===== config.mk =====
export PLATFORM = sky130hd
export DESIGN_NAME = alu_slice_serial_flat
export DESIGN_NICKNAME = d
export VERILOG_FILES = /design/src/rtl/alu_slice_serial_pkg.sv /design/src/rtl/alu_slice_serial_if.sv /design/src/rtl/alu_slice_serial_slice_n.sv /design/src/rtl/alu_slice_serial.sv /design/src/flat_wrapper.sv
export SDC_FILE = /design/constraint.sdc
export NUM_CORES = 1
export LEC_CHECK = 0
export CORE_MARGIN = 2
export CORE_UTILIZATION = 47
export DETAILED_ROUTE_END_ITERATION = 16
export PLACE_DENSITY = 0.76
export SLEW_MARGIN = 20
export SYNTH_ARGS = -nofsm -noshare
export SYNTH_HDL_FRONTEND = slang
export SYNTH_SLANG_ARGS = --single-unit

===== constraint.sdc =====
create_clock -name clk -period 2.46 [get_ports clk]
set_input_delay 0.369 -clock clk [delete_from_list [all_inputs] [get_ports clk]]
set_output_delay 0.369 -clock clk [all_outputs]
set_load 0.01 [all_outputs]

===== src/rtl/alu_slice_serial_pkg.sv =====
// alu_pkg: shared definitions for the serial slice ALU.
//   - op code constants (OP_AND, OP_OR, OP_ADD, OP_SUB, OP_XOR)
//   - FSM state enum (IDLE, RUN, DONE)
//   - is_arith(): true for the ops that use and update the carry chain
package alu_pkg;

  localparam logic [2:0] OP_AND = 3'b000;
  localparam logic [2:0] OP_OR  = 3'b001;
  localparam logic [2:0] OP_ADD = 3'b010;
  localparam logic [2:0] OP_SUB = 3'b011;
  localparam logic [2:0] OP_XOR = 3'b100;

  typedef enum logic [1:0] {
    IDLE = 2'd0,
    RUN  = 2'd1,
    DONE = 2'd2
  } state_e;

  function automatic logic is_arith(input logic [2:0] op);
    return (op == OP_ADD) || (op == OP_SUB);
  endfunction

endpackage


===== src/rtl/alu_slice_serial_if.sv =====
// alu_slice_serial_if: request/result bundle of the serial slice ALU.
//   Request side : in_valid, in_ready, a, b, op, cin
//   Result side  : out_valid, out_ready, result, carry
//                  (+ zero, negative, overflow when ALU_FLAGS_EN is defined)
// Modports: master = operand source / result consumer, slave = the ALU.
//
// Handshake: a transfer happens on a rising clk edge where valid && ready are
// both high. The source holds its payload stable while valid is high and
// ready is low; the ALU holds result/carry/flags stable while out_valid is
// high and out_ready is low.
interface alu_slice_serial_if #(
  parameter int WIDTH = 16
);

  logic             in_valid;
  logic             in_ready;
  logic [WIDTH-1:0] a;
  logic [WIDTH-1:0] b;
  logic [2:0]       op;
  logic             cin;
  logic             out_valid;
  logic             out_ready;
  logic [WIDTH-1:0] result;
  logic             carry;
`ifdef ALU_FLAGS_EN
  logic             zero;
  logic             negative;
  logic             overflow;

  modport master (
    output in_valid, a, b, op, cin, out_ready,
    input  in_ready, out_valid, result, carry, zero, negative, overflow
  );

  modport slave (
    input  in_valid, a, b, op, cin, out_ready,
    output in_ready, out_valid, result, carry, zero, negative, overflow
  );
`else
  modport master (
    output in_valid, a, b, op, cin, out_ready,
    input  in_ready, out_valid, result, carry
  );

  modport slave (
    input  in_valid, a, b, op, cin, out_ready,
    output in_ready, out_valid, result, carry
  );
`endif

endinterface


===== src/rtl/alu_slice_serial_slice_n.sv =====
// alu_slice_n: combinational SLICE-bit logic/add-sub unit.
//   a_i, b_i  : operand chunks
//   op_i      : op code (alu_pkg constants)
//   cin_i     : carry into bit 0 of the chunk
//   y_o       : chunk result (0 for illegal op codes)
//   cout_o    : carry out of the chunk MSB
//   cmsb_o    : carry into the chunk MSB (used for signed overflow)
module alu_slice_n
  import alu_pkg::*;
#(
  parameter int SLICE = 4
) (
  input  logic [SLICE-1:0] a_i,
  input  logic [SLICE-1:0] b_i,
  input  logic [2:0]       op_i,
  input  logic             cin_i,
  output logic [SLICE-1:0] y_o,
  output logic             cout_o,
  output logic             cmsb_o
);

  logic [SLICE:0]   c;
  logic [SLICE-1:0] bx;
  logic [SLICE-1:0] sum;

  always_comb begin
    // ADD and SUB share one adder: op LSB inverts B; the +1 of SUB comes in
    // through the carry register, which is preset to 1 on a SUB accept.
    bx   = b_i ^ {SLICE{op_i[0]}};
    c    = '0;
    sum  = '0;
    c[0] = cin_i;
    for (int i = 0; i < SLICE; i++) begin
      sum[i]   = a_i[i] ^ bx[i] ^ c[i];
      c[i+1]   = (a_i[i] & bx[i]) | (a_i[i] & c[i]) | (bx[i] & c[i]);
    end

    y_o = '0;
    case (op_i)
      OP_AND:         y_o = a_i & b_i;
      OP_OR:          y_o = a_i | b_i;
      OP_XOR:         y_o = a_i ^ b_i;
      OP_ADD, OP_SUB: y_o = sum;
      default:        y_o = '0;
    endcase

    cout_o = c[SLICE];
    cmsb_o = c[SLICE-1];
  end

endmodule


===== src/rtl/alu_slice_serial.sv =====
// alu_slice_serial: multi-cycle ALU processing a WIDTH-bit operation SLICE
// bits per clock, LSB chunk first, with the carry held in a register.
//   clk, rst_n   : clock (rising edge), asynchronous active-low reset
//   bus (slave)  : in_valid/in_ready/a/b/op/cin request,
//                  out_valid/out_ready/result/carry response
//                  (+ zero/negative/overflow when ALU_FLAGS_EN is defined)
//   dbg_state_o  : current FSM state
// Optional feature macro: ALU_FLAGS_EN (registered status flags).
// Timing: out_valid rises NSLICE clocks after the accept edge; one op per
// NSLICE+2 clocks when the consumer is always ready.
module alu_slice_serial
  import alu_pkg::*;
#(
  parameter int WIDTH = 16,
  parameter int SLICE = 4
) (
  input  logic                clk,
  input  logic                rst_n,
  alu_slice_serial_if.slave   bus,
  output state_e              dbg_state_o
);

  localparam int NSLICE = WIDTH / SLICE;
  localparam int CW     = (NSLICE > 1) ? $clog2(NSLICE) : 1;

  generate
    if (SLICE < 1 || SLICE > WIDTH || (WIDTH % SLICE) != 0) begin : g_bad_cfg
      $error("alu_slice_serial: WIDTH must be a positive multiple of SLICE");
    end
  endgenerate

  state_e           state_q;
  logic             in_ready_q;
  logic             out_valid_q;
  logic [WIDTH-1:0] a_q;
  logic [WIDTH-1:0] b_q;
  logic [WIDTH-1:0] sh_q;
  logic [WIDTH-1:0] result_q;
  logic [2:0]       op_q;
  logic             c_q;
  logic             carry_q;
  logic [CW-1:0]    cnt_q;
`ifdef ALU_FLAGS_EN
  logic             zero_q;
  logic             negative_q;
  logic             overflow_q;
`endif

  logic [SLICE-1:0] s_y;
  logic             s_cout;
  logic             s_cmsb;
  logic [WIDTH-1:0] sh_d;
  logic             arith;

  alu_slice_n #(
    .SLICE (SLICE)
  ) u_slice (
    .a_i    (a_q[SLICE-1:0]),
    .b_i    (b_q[SLICE-1:0]),
    .op_i   (op_q),
    .cin_i  (c_q),
    .y_o    (s_y),
    .cout_o (s_cout),
    .cmsb_o (s_cmsb)
  );

  // Each chunk result enters at the top so that after NSLICE shifts the
  // first (LSB) chunk has reached bit 0.
  generate
    if (SLICE == WIDTH) begin : g_full
      assign sh_d = s_y;
    end else begin : g_part
      assign sh_d = {s_y, sh_q[WIDTH-1:SLICE]};
    end
  endgenerate

  assign arith = is_arith(op_q);

  always_ff @(posedge clk or negedge rst_n) begin
    if (!rst_n) begin
      state_q     <= IDLE;
      in_ready_q  <= 1'b1;
      out_valid_q <= 1'b0;
      a_q         <= '0;
      b_q         <= '0;
      sh_q        <= '0;
      result_q    <= '0;
      op_q        <= '0;
      c_q         <= 1'b0;
      carry_q     <= 1'b0;
      cnt_q       <= '0;
`ifdef ALU_FLAGS_EN
      zero_q      <= 1'b0;
      negative_q  <= 1'b0;
      overflow_q  <= 1'b0;
`endif
    end else begin
      case (state_q)
        IDLE: begin
          if (bus.in_valid && in_ready_q) begin
            a_q        <= bus.a;
            b_q        <= bus.b;
            op_q       <= bus.op;
            c_q        <= (bus.op == OP_ADD) ? bus.cin : (bus.op == OP_SUB);
            cnt_q      <= '0;
            in_ready_q <= 1'b0;
            state_q    <= RUN;
          end
        end

        RUN: begin
          sh_q  <= sh_d;
          a_q   <= a_q >> SLICE;
          b_q   <= b_q >> SLICE;
          cnt_q <= cnt_q + CW'(1);
          if (arith) begin
            c_q <= s_cout;
          end
          if (cnt_q == CW'(NSLICE - 1)) begin
            // Last chunk: publish result/carry/flags together with out_valid
            // so they stay untouched while the next op is in RUN.
            result_q    <= sh_d;
            carry_q     <= arith & s_cout;
`ifdef ALU_FLAGS_EN
            zero_q      <= (sh_d == '0);
            negative_q  <= sh_d[WIDTH-1];
            overflow_q  <= arith & (s_cout ^ s_cmsb);
`endif
            out_valid_q <= 1'b1;
            state_q     <= DONE;
          end
        end

        DONE: begin
          // Returning to IDLE first means no accept in the consume cycle.
          if (bus.out_ready) begin
            out_valid_q <= 1'b0;
            in_ready_q  <= 1'b1;
            state_q     <= IDLE;
          end
        end

        default: begin
          out_valid_q <= 1'b0;
          in_ready_q  <= 1'b1;
          state_q     <= IDLE;
        end
      endcase
    end
  end

  assign bus.in_ready  = in_ready_q;
  assign bus.out_valid = out_valid_q;
  assign bus.result    = result_q;
  assign bus.carry     = carry_q;
`ifdef ALU_FLAGS_EN
  assign bus.zero      = zero_q;
  assign bus.negative  = negative_q;
  assign bus.overflow  = overflow_q;
`endif
  assign dbg_state_o   = state_q;

endmodule


===== src/flat_wrapper.sv =====
// flat-port wrapper written by rule: the top's interface ports become plain ports
module alu_slice_serial_flat import alu_pkg::*;
#(
  parameter int WIDTH = 16,
  parameter int SLICE = 4
)
  (clk, rst_n, dbg_state_o, bus_in_valid, bus_a, bus_b, bus_op, bus_cin, bus_out_ready, bus_in_ready, bus_out_valid, bus_result, bus_carry);
  alu_slice_serial_if #(.WIDTH(WIDTH)) bus_i ();
  input  logic clk;
  input  logic rst_n;
  output state_e dbg_state_o;
  input wire logic [$bits(bus_i.in_valid)-1:0] bus_in_valid;
  input wire logic [$bits(bus_i.a)-1:0] bus_a;
  input wire logic [$bits(bus_i.b)-1:0] bus_b;
  input wire logic [$bits(bus_i.op)-1:0] bus_op;
  input wire logic [$bits(bus_i.cin)-1:0] bus_cin;
  input wire logic [$bits(bus_i.out_ready)-1:0] bus_out_ready;
  output wire logic [$bits(bus_i.in_ready)-1:0] bus_in_ready;
  output wire logic [$bits(bus_i.out_valid)-1:0] bus_out_valid;
  output wire logic [$bits(bus_i.result)-1:0] bus_result;
  output wire logic [$bits(bus_i.carry)-1:0] bus_carry;
  assign bus_i.in_valid = bus_in_valid;
  assign bus_i.a = bus_a;
  assign bus_i.b = bus_b;
  assign bus_i.op = bus_op;
  assign bus_i.cin = bus_cin;
  assign bus_i.out_ready = bus_out_ready;
  assign bus_in_ready = bus_i.in_ready;
  assign bus_out_valid = bus_i.out_valid;
  assign bus_result = bus_i.result;
  assign bus_carry = bus_i.carry;
  alu_slice_serial #(.WIDTH(WIDTH), .SLICE(SLICE)) u_core (.clk(clk), .rst_n(rst_n), .bus(bus_i), .dbg_state_o(dbg_state_o));
endmodule

==> qor.txt, run 1 <==
kind of critical path: reg -> reg
Final Hold Violating Endpoints: 0
gpl congestion: 0.861
Fillers: 532
Seq/Total Area, Yosys: 53.0%
share of cells above drive strength 1: 15.1%
Hold Path Class: in -> async
CTS tree: yes
Met1 Wirelength: 2.87 mm
RR Startpoint: u_core.op_q[0]
Avg Inst Size Synth: 10.6 µm²
via/cell ratio: 5.07
status: finished, violations left
First DRT Iteration DRCs: 133
ANT nets after route: 0
row count: 30
CTS sink count: 71
Synth Register Bits: 71
Worst EP required: 2660 ps
fin area: 4280 µm²
gr usage total: 18.0%
TNS Setup: -12.1 ps
Core Region: 6870 µm²
Starting Density: 48.9%
DR WL met2: 3.22 mm
Final Skew: 8.54 ps
H-tree depth: 3
maximum vdd drop: 0.424 mV
Placement Setup Slack: -51.9 ps
final instance count without filler cells: 479
failing checks: setup timing
routed len/inst: 13.7 µm
max cap viols: 0
worst setup path start: u_core.op_q[0]
Setup crit end kind: register
n_diodes: 0
area delta synth->final: 27.5%
Final period util: 100%
Slew Limit Fails: 0
top sig layer: met4
Synthesis Warnings: 0
Inst Count DP: 462
Initial DRT Pass Iterations: 4
final setup margin: -12.1 ps
Mapped Cells: 316
metal3 WL: 349 µm
IO Pins: 61
R2R cell count: 10
crit-path max FO: 2
Syn Nets: 369
Synth cell types: 35
initial antenna violation count: 0
Slew @ Worst Pin: 874 ps
first-pass GRT wire length: 10.8 mm
placed cell area: 4050 µm²
clock transition at the registers of the reported paths: 80 ps
largest net degree at the start of global routing: 72
R2R Path End: u_core.bus.result[15]
total grt overflow: 0
Mapped Area: 3360 µm²
worst reg-to-reg setup slack: -10 ps
Critical path destination: u_core.bus.result[15]
Rel. slew slack: 41.7%
DRC viols: 0
root buffer cell: clkbuf_8
Peak Freq: 405 MHz
WL final: 6.56 mm
via count: 2430
RSZ-0062 raised after global routing: true
Die Area: 7830 µm²
minimum clock period: 2470 ps
Lkg Pwr: 1.89 nW
Final #Nets: 431
setup violators final: 1
Worst Path Arrival: 2670 ps
via count of the first global-routing pass: 2311
Die H: 88.5 µm
commonest non-fill, non-tap cells in the layout: nand2_1 (76), dfrtp_1 (70), clkdlybuf4s50_1 (59)
chip width: 88.5 µm
IO buf count: 60
clock tree buffer depth: 2
Worst Setup Start Kind: register
CTS Buf Count: 9
Hold Slack: 121 ps
clk_lat worst skew: 350 ps
Power Density: 1140 nW/µm²
dpl hpwl: 4.52 mm
commonest non-fill, non-tap cell in the layout: nand2_1
==> flip-flops by register name (all words and copies together) (netlist names) <==
register and flops:
u_core.dbg_state_o 2, u_core.bus.result 16, u_core.b_q 16, u_core.cnt_q 2
u_core.a_q 16, u_core.bus.in_ready 1, u_core.sh_q 12, u_core.op_q 3
u_core.bus.carry 1, u_core.c_q 1, u_core.bus.out_valid 1
==> cell usage after synthesis <==
master,instances,area [µm²]
nand2_1,76,285
dfrtp_1,70,1750
o21ai_0,33,165
mux2i_1,24,240
inv_1,19,71.3
mux2_2,18,203
buf_2,11,55.1
ha_1,9,113
o21ai_1,9,45.0
nor2_1,6,22.5
clkbuf_1,4,15.0
fa_1,4,80.1
a21oi_1,3,15.0
a222oi_1,3,30.0
buf_12,2,40.0
nand3b_1,2,15.0
nor2b_1,2,12.5
nor3b_1,2,15.0
xnor2_1,2,17.5
xor2_1,2,17.5
a211oi_2,1,12.5
a31oi_1,1,6.26
a32oi_1,1,8.76
a41oi_1,1,8.76
and4bb_4,1,16.3
buf_1,1,3.75
buf_6,1,11.3
dfstp_2,1,26.3
nand2b_1,1,6.26
nor3_1,1,5.00
o211ai_1,1,7.51
o21bai_1,1,7.51
o22a_1,1,8.76
o311a_1,1,10.0
o31ai_1,1,7.51
==> power breakdown <==
group	internal [mW]	switching, mW
Sequential	1.62	0.352
Combinational	0.957	0.994
Clock	0.482	0.471
Total	3.06	1.82
==> kinds of logic after synthesis <==
group | after synthesis | synth area share (%)
simple gates | 91 | 11.3
flops | 71 | 53.0
compound gates | 57 | 9.92
mux | 42 | 13.2
buf+inv | 38 | 5.85
fa+ha+maj | 13 | 5.74
xor+xnor | 4 | 1.04
==> stage by stage <==
stage,util (%),total power [mW]
global route,62.3,5.32
global placement,59.0,3.80
CTS,61.9,4.87
detailed placement,59.0,3.88
finish,62.3,4.88
floorplan,-,3.18
==> metal layers <==
layer  vias up  global-route usage, %
li1       1181                      -
met1      1175                   23.0
met2        65                   29.2
met3         9                   5.41
met4         0                   6.75
met5         -                      0
==> worst min path at each step <==
| stage | from | to | slack (ps) | cells past startpoint |
|---|---|---|---|---|
| 6_report | rst_n | u_core.bus.result[13] | 120 | 1 |
| 5_1_grt | rst_n | u_core.bus.result[13] | 200 | 1 |
| 4_1_cts | rst_n | u_core.bus.result[1] | 160 | 1 |
| 3_5_place_dp | u_core.sh_q[6] | u_core.sh_q[6] | 460 | 2 |
| 3_3_place_gp | u_core.sh_q[6] | u_core.sh_q[6] | 460 | 2 |
| 2_1_floorplan | rst_n | u_core.a_q[0] | 70 | 0 |
==> worst max-delay path, stage by stage, from the launching register on <==
cell and delay (ps):
dfrtp_1 410, xnor2_2 150, fa_2 340, inv_2 60, fa_2 190, inv_2 40
fa_2 340, inv_2 60, fa_1 410, a32oi_2 200, a41oi_2 130
==> timing repair <==
item                                    4_1_cts  5_1_grt
buffers inserted                              0        1
resized for setup                             2        2
hold buffers                                  0        0
pin swaps                                     0        1
endpoints found under the setup margin        1        2
==> cell type report <==
type                            count  area (µm²)  area share [%]
Timing Repair Buffer               70         686            16.0
Tap cell                           96         120            2.81
Multi-Input combinational cell    207        1420            33.2
Clock inverter                      7        80.1            1.87
Clock buffer                        9         124            2.90
Sequential cell                    71        1780            41.6
Inverter                           19        71.3            1.67
Power figures use the tool's default switching activity.
==> run 2: changes to the inputs <==
CORE_UTILIZATION = 52   (was 47)
PLACE_DENSITY = 0.79   (was 0.76)
clock period = 2.9 ns   (was 2.46 ns; I/O delays follow)
==> run 2 against run 1 <==
The flow now finishes without violations. Critical endpoint unchanged. Cell count fell by 4.8%. Combinational power fell by 21%. Register-to-register slack improved by 240 ps. Setup slack improved by 240 ps.
==> qor.txt, run 2 (synthesis gave the netlist of run 1 again) <==
status: finished, final reports clean
root buffer cell: clkbuf_8
Rel. slew slack: 48.5%
Final Util: 66.7%
R2R Path End: u_core.bus.result[15]
RR Startpoint: u_core.b_q[0]
Die H: 84.3 µm
First DRT Iteration DRCs: 179
row count: 29
dpl hpwl: 4.61 mm
clock tree buffer depth: 2
crit-path max FO: 4
commonest non-fill, non-tap cell in the layout: nand2_1
kind of critical path: reg -> reg
area delta synth->final: 24.8%
routed len/inst: 14.4 µm
Worst EP required: 3090 ps
largest net degree at the start of global routing: 54
Starting Density: 53.5%
ANT nets after route: 0
Power Density: 950 nW/µm²
Final period util: 92.1%
DRC viols: 0
Setup crit end kind: register
Final #Nets: 429
TNS Setup: 0 ps
Slew Limit Fails: 0
setup violators final: 0
CTS resizes: 0
gpl congestion: 0.816
# Post-CTS Setup Buffers: 0
IO buf count: 60
n_diodes: 0
maximum vdd drop: 0.552 mV
Die Area: 7110 µm²
minimum clock period: 2670 ps
hold-fix buffers at CTS: 0
share of cells above drive strength 1: 11.9%
Worst Setup Start Kind: register
Final Hold Violating Endpoints: 0
worst reg-to-reg setup slack: 230 ps
CTS sink count: 71
Core Region: 6280 µm²
first-pass GRT wire length: 11.3 mm
IO Pins: 61
RSZ-0062 raised after global routing: false
clock transition at the registers of the reported paths: 70 ps
via/cell ratio: 5.27
CTS Buf Count: 9
Hold Path Class: in -> async
Final Skew: 5.54 ps
WL final: 6.58 mm
Initial DRT Pass Iterations: 4
via count: 2404
commonest non-fill, non-tap cells in the layout: nand2_1 (76), dfrtp_1 (70), clkdlybuf4s50_1 (59)
Hold Slack: 163 ps
via count of the first global-routing pass: 2353
Lkg Pwr: 1.87 nW
CTS tree: yes
gr usage total: 20.1%
clk_lat worst skew: 340 ps
R2R cell count: 10
chip width: 84.3 µm
initial antenna violation count: 0
max cap viols: 0
Fillers: 498
total grt overflow: 0
Worst Path Arrival: 2860 ps
Slew @ Worst Pin: 773 ps
Peak Freq: 374 MHz
H-tree depth: 3
run 2: cell types whose count changed in the layout (fill, tap and decap cells not counted), sizes merged:
cell | before | now
clkbuf | 9 | 10
inv | 22 | 19
buf | 11 | 9
run 2: cell type report:
cell class	count	area, µm²	area share [%]
Timing Repair Buffer	68	668	16.0
Clock inverter	4	47.5	1.14
Clock buffer	10	138	3.29
Sequential cell	71	1780	42.5
Tap cell	77	96.3	2.30
Inverter	19	71.3	1.70
Multi-Input combinational cell	207	1390	33.2
run 2: routing by layer:
metal	GRT usage, %	wire (µm)	vias to the layer above
met2	32.0	3140	59
met1	26.9	3010	1153
met3	4.52	307	12
met4	8.37	131	0
met5	0	0	-
li1	-	-	1180
run 2: power by group:
part / switching (mW) / internal (mW)
clock network: 0.351 / 0.408
logic: 0.798 / 0.742
registers: 0.302 / 1.38
total: 1.45 / 2.53
run 2: how the worst max path moves through the flow:
stage / cells past startpoint / slack [ps] / from / end
CTS: 10 / 200 / u_core.b_q[0] / u_core.bus.result[15]
global placement: 10 / 270 / u_core.b_q[0] / u_core.bus.result[15]
floorplan: 11 / 260 / u_core.op_q[0] / u_core.bus.result[15]
finish: 10 / 230 / u_core.b_q[0] / u_core.bus.result[15]
global route: 10 / 30 / u_core.b_q[0] / u_core.bus.result[15]
detailed placement: 10 / 210 / u_core.b_q[0] / u_core.bus.result[15]
run 2: critical path: stages (launching register included):
cell and delay [ps]:
dfrtp_1 430, xnor2_1 170, fa_1 410, inv_1 80
fa_1 160, inv_1 50, fa_1 380, inv_1 80
fa_1 410, a32oi_1 210, a41oi_1 140
run 2: through the flow:
stage          total power, mW  instances  area (µm²)  setup WS [ps]
2_1_floorplan             2.66        316        3360            259
3_3_place_gp              3.16        442        4000            269
3_5_place_dp              3.23        442        4000            207
4_1_cts                   4.01        456        4190            201
5_1_grt                   4.31        456        4190           32.6
6_report                  3.98        456        4190            230
